File: src/rtl/instruction_loader.sv
// Instruction memory loader: assembles little-endian words from a byte stream,
// writes them sequentially from address 0 and releases the CPU on a good checksum.
module instruction_loader #(
  parameter int ADDR_W = 8,
  parameter int DATA_W = 32
) (
  input  logic              clk,
  input  logic              rst,
  input  logic              in_valid,
  input  logic [7:0]        in_data,
  output logic              in_ready,
  input  logic              start,
  output logic              mem_we,
  output logic [ADDR_W-1:0] mem_addr,
  output logic [DATA_W-1:0] mem_wdata,
  output logic              done,
  output logic              error,
  output logic              cpu_rst
);

  localparam int BYTES  = DATA_W / 8;
  localparam int LANE_W = (BYTES > 1) ? $clog2(BYTES) : 1;
  localparam logic [LANE_W-1:0] LAST_LANE = LANE_W'(BYTES - 1);

  typedef enum logic [2:0] {HDR, DATA, CSUM, DONE, ERROR} state_t;

  state_t              state;
  logic [ADDR_W-1:0]   n_words;
  logic [ADDR_W-1:0]   word_idx;
  logic [LANE_W-1:0]   lane;
  logic [7:0]          csum;
  logic [DATA_W-1:0]   word_buf;
  logic [DATA_W-1:0]   next_word;
  logic                xfer;

  assign in_ready = (state == HDR) || (state == DATA) || (state == CSUM);
  assign xfer     = in_valid && in_ready;

  // NOTE: the default assignment first keeps this block free of inferred latches.
  always_comb begin
    next_word = word_buf;
    for (int i = 0; i < BYTES; i++) begin
      if (lane == LANE_W'(i)) next_word[i*8 +: 8] = in_data;
    end
  end

  // NOTE: non-blocking assignments for every register so all updates share one edge.
  always_ff @(posedge clk or posedge rst) begin
    if (rst) begin
      state     <= HDR;
      n_words   <= '0;
      word_idx  <= '0;
      lane      <= '0;
      csum      <= '0;
      word_buf  <= '0;
      mem_we    <= 1'b0;
      mem_addr  <= '0;
      mem_wdata <= '0;
      done      <= 1'b0;
      error     <= 1'b0;
      cpu_rst   <= 1'b1;
    end else begin
      mem_we <= 1'b0;
      case (state)
        HDR: begin
          if (xfer) begin
            n_words  <= ADDR_W'(in_data);
            word_idx <= '0;
            lane     <= '0;
            csum     <= '0;
            word_buf <= '0;
            state    <= DATA;
          end
        end
        DATA: begin
          if (xfer) begin
            csum     <= csum ^ in_data;
            word_buf <= next_word;
            if (lane == LAST_LANE) begin
              lane      <= '0;
              mem_we    <= 1'b1;
              mem_addr  <= word_idx;
              mem_wdata <= next_word;
              word_idx  <= word_idx + ADDR_W'(1);
              // N=0 encodes a full memory, so its last index is all ones.
              if (word_idx == n_words - ADDR_W'(1)) state <= CSUM;
            end else begin
              lane <= lane + LANE_W'(1);
            end
          end
        end
        CSUM: begin
          if (xfer) begin
            if (in_data == csum) begin
              done    <= 1'b1;
              cpu_rst <= 1'b0;
              state   <= DONE;
            end else begin
              error <= 1'b1;
              state <= ERROR;
            end
          end
        end
        DONE, ERROR: begin
          if (start) begin
            done    <= 1'b0;
            error   <= 1'b0;
            cpu_rst <= 1'b1;
            state   <= HDR;
          end
        end
        default: state <= HDR;
      endcase
    end
  end

endmodule
File: config.mk
export PLATFORM = sky130hd
export DESIGN_NAME = instruction_loader
export DESIGN_NICKNAME = d
export VERILOG_FILES = /design/src/rtl/instruction_loader.sv
export SDC_FILE = /design/constraint.sdc
export NUM_CORES = 1
export LEC_CHECK = 0
export ABC_AREA = 1
export BUFFER_PORTS_ARGS = -buffer_cell sky130_fd_sc_hd__buf_2
export CAP_MARGIN = 25
export CORE_AREA = 2 2 90 92
export DETAILED_ROUTE_END_ITERATION = 7
export DIE_AREA = 0 0 92 94
export PLACE_DENSITY = 0.87
export SLEW_MARGIN = 20
export SYNTH_ARGS = -nofsm -noshare
export SYNTH_HDL_FRONTEND = slang
export SYNTH_SLANG_ARGS = --single-unit
File: constraint.sdc
create_clock -name clk -period 6.95 [get_ports clk]
set_input_delay 2.085 -clock clk [delete_from_list [all_inputs] [get_ports clk]]
set_output_delay 2.085 -clock clk [all_outputs]
set_load 0.03 [all_outputs]
==> impl_metrics.toml <==
[global_routing]
grt_pass1_vias = 3561
grt_pass1_wl_mm = 16.6
antenna_found_initial = 0
grtUsageTotal_pct = 24.6
grt_max_degree = 58
overflow = 0

[critical_path]
worst_setup_path_end_kind = "flop"
critPathRequiredTime_ns = 7.24
reg2reg_slack_ns = 4.39
r2r-start = "state[1]"
crit_start = "in_valid"
crit_type = "in2reg"
crit_fanout = 57
cp-start-kind = "primary input"
worstPathArrival_ns = 4.18
reg2regPathDepth = 9

[job]
cap_violations = 0

[route]
ant_nets = 0
vias_per_cell = 5.50
drcViolationCount = 0
first_pass_iters = 7
finalWirelength_mm = 10.1
vias = 3715
drt-initial-drc-count = 216
wl_per_cell_um = 14.9

[clock_network]
h-tree-depth = 3
cts_root_buf = "clkbuf_8"
tritoncts = "done"
path_clk_slew_ns = 0.09
clock_latency_ns = 0.37
ctsLongestPathBuffers = 2
numCtsBuffers = 9
cts_resized = 0
numClockSinks = 97
postCtsSetupRepairBufs = 0
cts_hold_buffers = 0

[run_status]
outcome = "finished, final reports clean"

[final_layout]
mostFrequentLayoutCell = "nand2_1"
area_delta_synth_final_pct = 12.4
drive_above_1_share_pct = 17.6
diodes = 0
fin_nets = 586
stdcell_count = 675
layout_common_cells = "165 x nand2_1, 96 x dfrtp_1, 72 x o21ai_0"
post-route-cell-area_um2 = 5010

[min_path]
holdPathStages = 2
hp-start = "error"
hp-class = "reg2reg"

[power]
power_leakage_nw = 2.49
vdd.ir_drop.worst_mv = 0.211
power-per-cell-area_nw_per_um2 = 411
switching_share_pct = 42.5
seq_power_share_pct = 40.3
fin_total_pwr_mw = 2.06
comb_power_share_pct = 39.6
intPower_mw = 1.18
pwr-share-clk_pct = 20.1
power_switching_mw = 0.875

[sta]
finalSetupViolCount = 0
rsz0062_at_grt = "no"
worst_pin_slew_ns = 0.671
clock.fmax_mhz = 257
finClkSkew_ns = 0.00985
relSlewSlack_pct = 55.2
min_period_over_period_pct = 55.9
fin_tns_setup_ns = 0
hold_viol = 0
finalCriticalPeriod_ns = 3.89
timing.final.ws_setup_ns = 3.06
slew_viol_final = 0

[logic_synthesis]
syn_nets = 535
synth_area_um2 = 4450
postSynthCellCount = 517
synth_cell_types = 30
yosysWarnings = 0
ys_seq_elements = 97
yosysSeqAreaShare_pct = 54.5
syn_area_per_cell_um2 = 8.62

[floorplan]
io_pins = 57
core_area_um2 = 7610
rows = 32
die_x_um = 92
die_area_um2 = 8650
die_h_um = 94
initial_utilization_pct = 58.6

[placed_design]
place_ws_ns = 2.72
routabilityCongestion = 0.912
port_buffers = 56
dp_hpwl_mm = 7.05
placed_cell_area_um2 = 4780
dpl.cell_count = 659
==> worst paths after layout <==
check	end
max in group asynchronous	cpu_rst
worst min register to register	error
worst min-delay path	error
min in group asynchronous	mem_wdata[6]
worst max-delay path	mem_wdata[28]
worst max register to register	mem_wdata[28]
==> cell usage after synthesis <==
| cell | number | area, µm² |
|---|---|---|
| nand3_1 | 14 | 70.1 |
| dfrtp_1 | 96 | 2400 |
| o22ai_1 | 1 | 6.26 |
| nor3_1 | 4 | 20.0 |
| nor2_1 | 24 | 90.1 |
| nor3b_1 | 1 | 7.51 |
| a21oi_1 | 5 | 25.0 |
| nand2_4 | 1 | 11.3 |
| o21ai_1 | 29 | 145 |
| o21ai_2 | 10 | 87.6 |
| o21a_1 | 1 | 7.51 |
| or2_2 | 1 | 6.26 |
| buf_2 | 2 | 10.0 |
| xor2_1 | 3 | 26.3 |
| nor3_2 | 1 | 10.0 |
| nor2_2 | 2 | 12.5 |
| nand4_1 | 2 | 12.5 |
| inv_1 | 41 | 154 |
| inv_2 | 2 | 7.51 |
| xnor2_1 | 8 | 70.1 |
| ha_1 | 6 | 75.1 |
| nand2_1 | 165 | 619 |
| nand3_2 | 3 | 30.0 |
| buf_6 | 6 | 67.6 |
| clkbuf_2 | 1 | 5.00 |
| clkbuf_1 | 10 | 37.5 |
| o21ai_0 | 72 | 360 |
| dfstp_2 | 1 | 26.3 |
| nor2_4 | 4 | 45.0 |
| or2_1 | 1 | 6.26 |
==> cells by family (layout without fill, tap and decap cells) <==
kind of cell | Yosys count | after routing | synth area share (%)
XOR/XNOR | 11 | 11 | 2.16
flip-flops | 97 | 97 | 54.5
adder cells (fa/ha/maj) | 6 | 6 | 1.69
buffers and inverters | 62 | 118 | 6.32
AO/OA/AOI/OAI | 118 | 118 | 14.2
AND/OR/NAND/NOR | 223 | 223 | 21.1
==> metal layers <==
layer	vias up	track usage (%)	wire, µm
li1	1769	-	-
met1	1801	31.6	4360
met4	0	10.3	233
met5	-	0	0
met3	21	4.82	523
met2	124	41.1	4960
==> metrics by stage <==
stage	hold slack [ns]	util [%]
after floorplan	0.448	-
after global placement	0.451	62.5
after detailed placement	0.453	62.8
after CTS	0.475	65.8
after global routing	0.496	65.8
final	0.470	65.8
==> worst max-delay path: stages <==
cell and delay, ns:
buf_2 0.13, nand2_4 0.32, nor2_4 0.07, inv_2 0.38, nor2_4 0.08, inv_2 0.29
buf_4 0.56, nand2_1 0.12, o21ai_1 0.11
==> state kept, by name (all words and copies together) (netlist names) <==
signal     count
mem_addr       8
word_idx       8
state          3
cpu_rst        1
n_words        8
mem_wdata     32
mem_we         1
word_buf      24
csum           8
lane           2
done           1
error          1
==> power by group through the flow <==
| stage | Sequential (mW) | Clock (mW) | Combinational (mW) |
|---|---|---|---|
| finish | 0.829 | 0.414 | 0.814 |
| floorplan | 0.927 | 0 | 0.493 |
| CTS | 0.826 | 0.414 | 0.813 |
| global route | 0.847 | 0.441 | 0.911 |
| detailed placement | 0.835 | 0 | 0.795 |
| global placement | 0.826 | 0 | 0.753 |
==> cell type report <==
cell class | count | area, µm²
clock buffer | 10 | 138
clock inverter | 6 | 91.3
fill | 589 | 2600
inverter | 43 | 163
multi-input combinational | 358 | 1740
sequential | 97 | 2430
tap | 102 | 128
timing repair buffer | 59 | 315
Power figures use the tool's default switching activity.
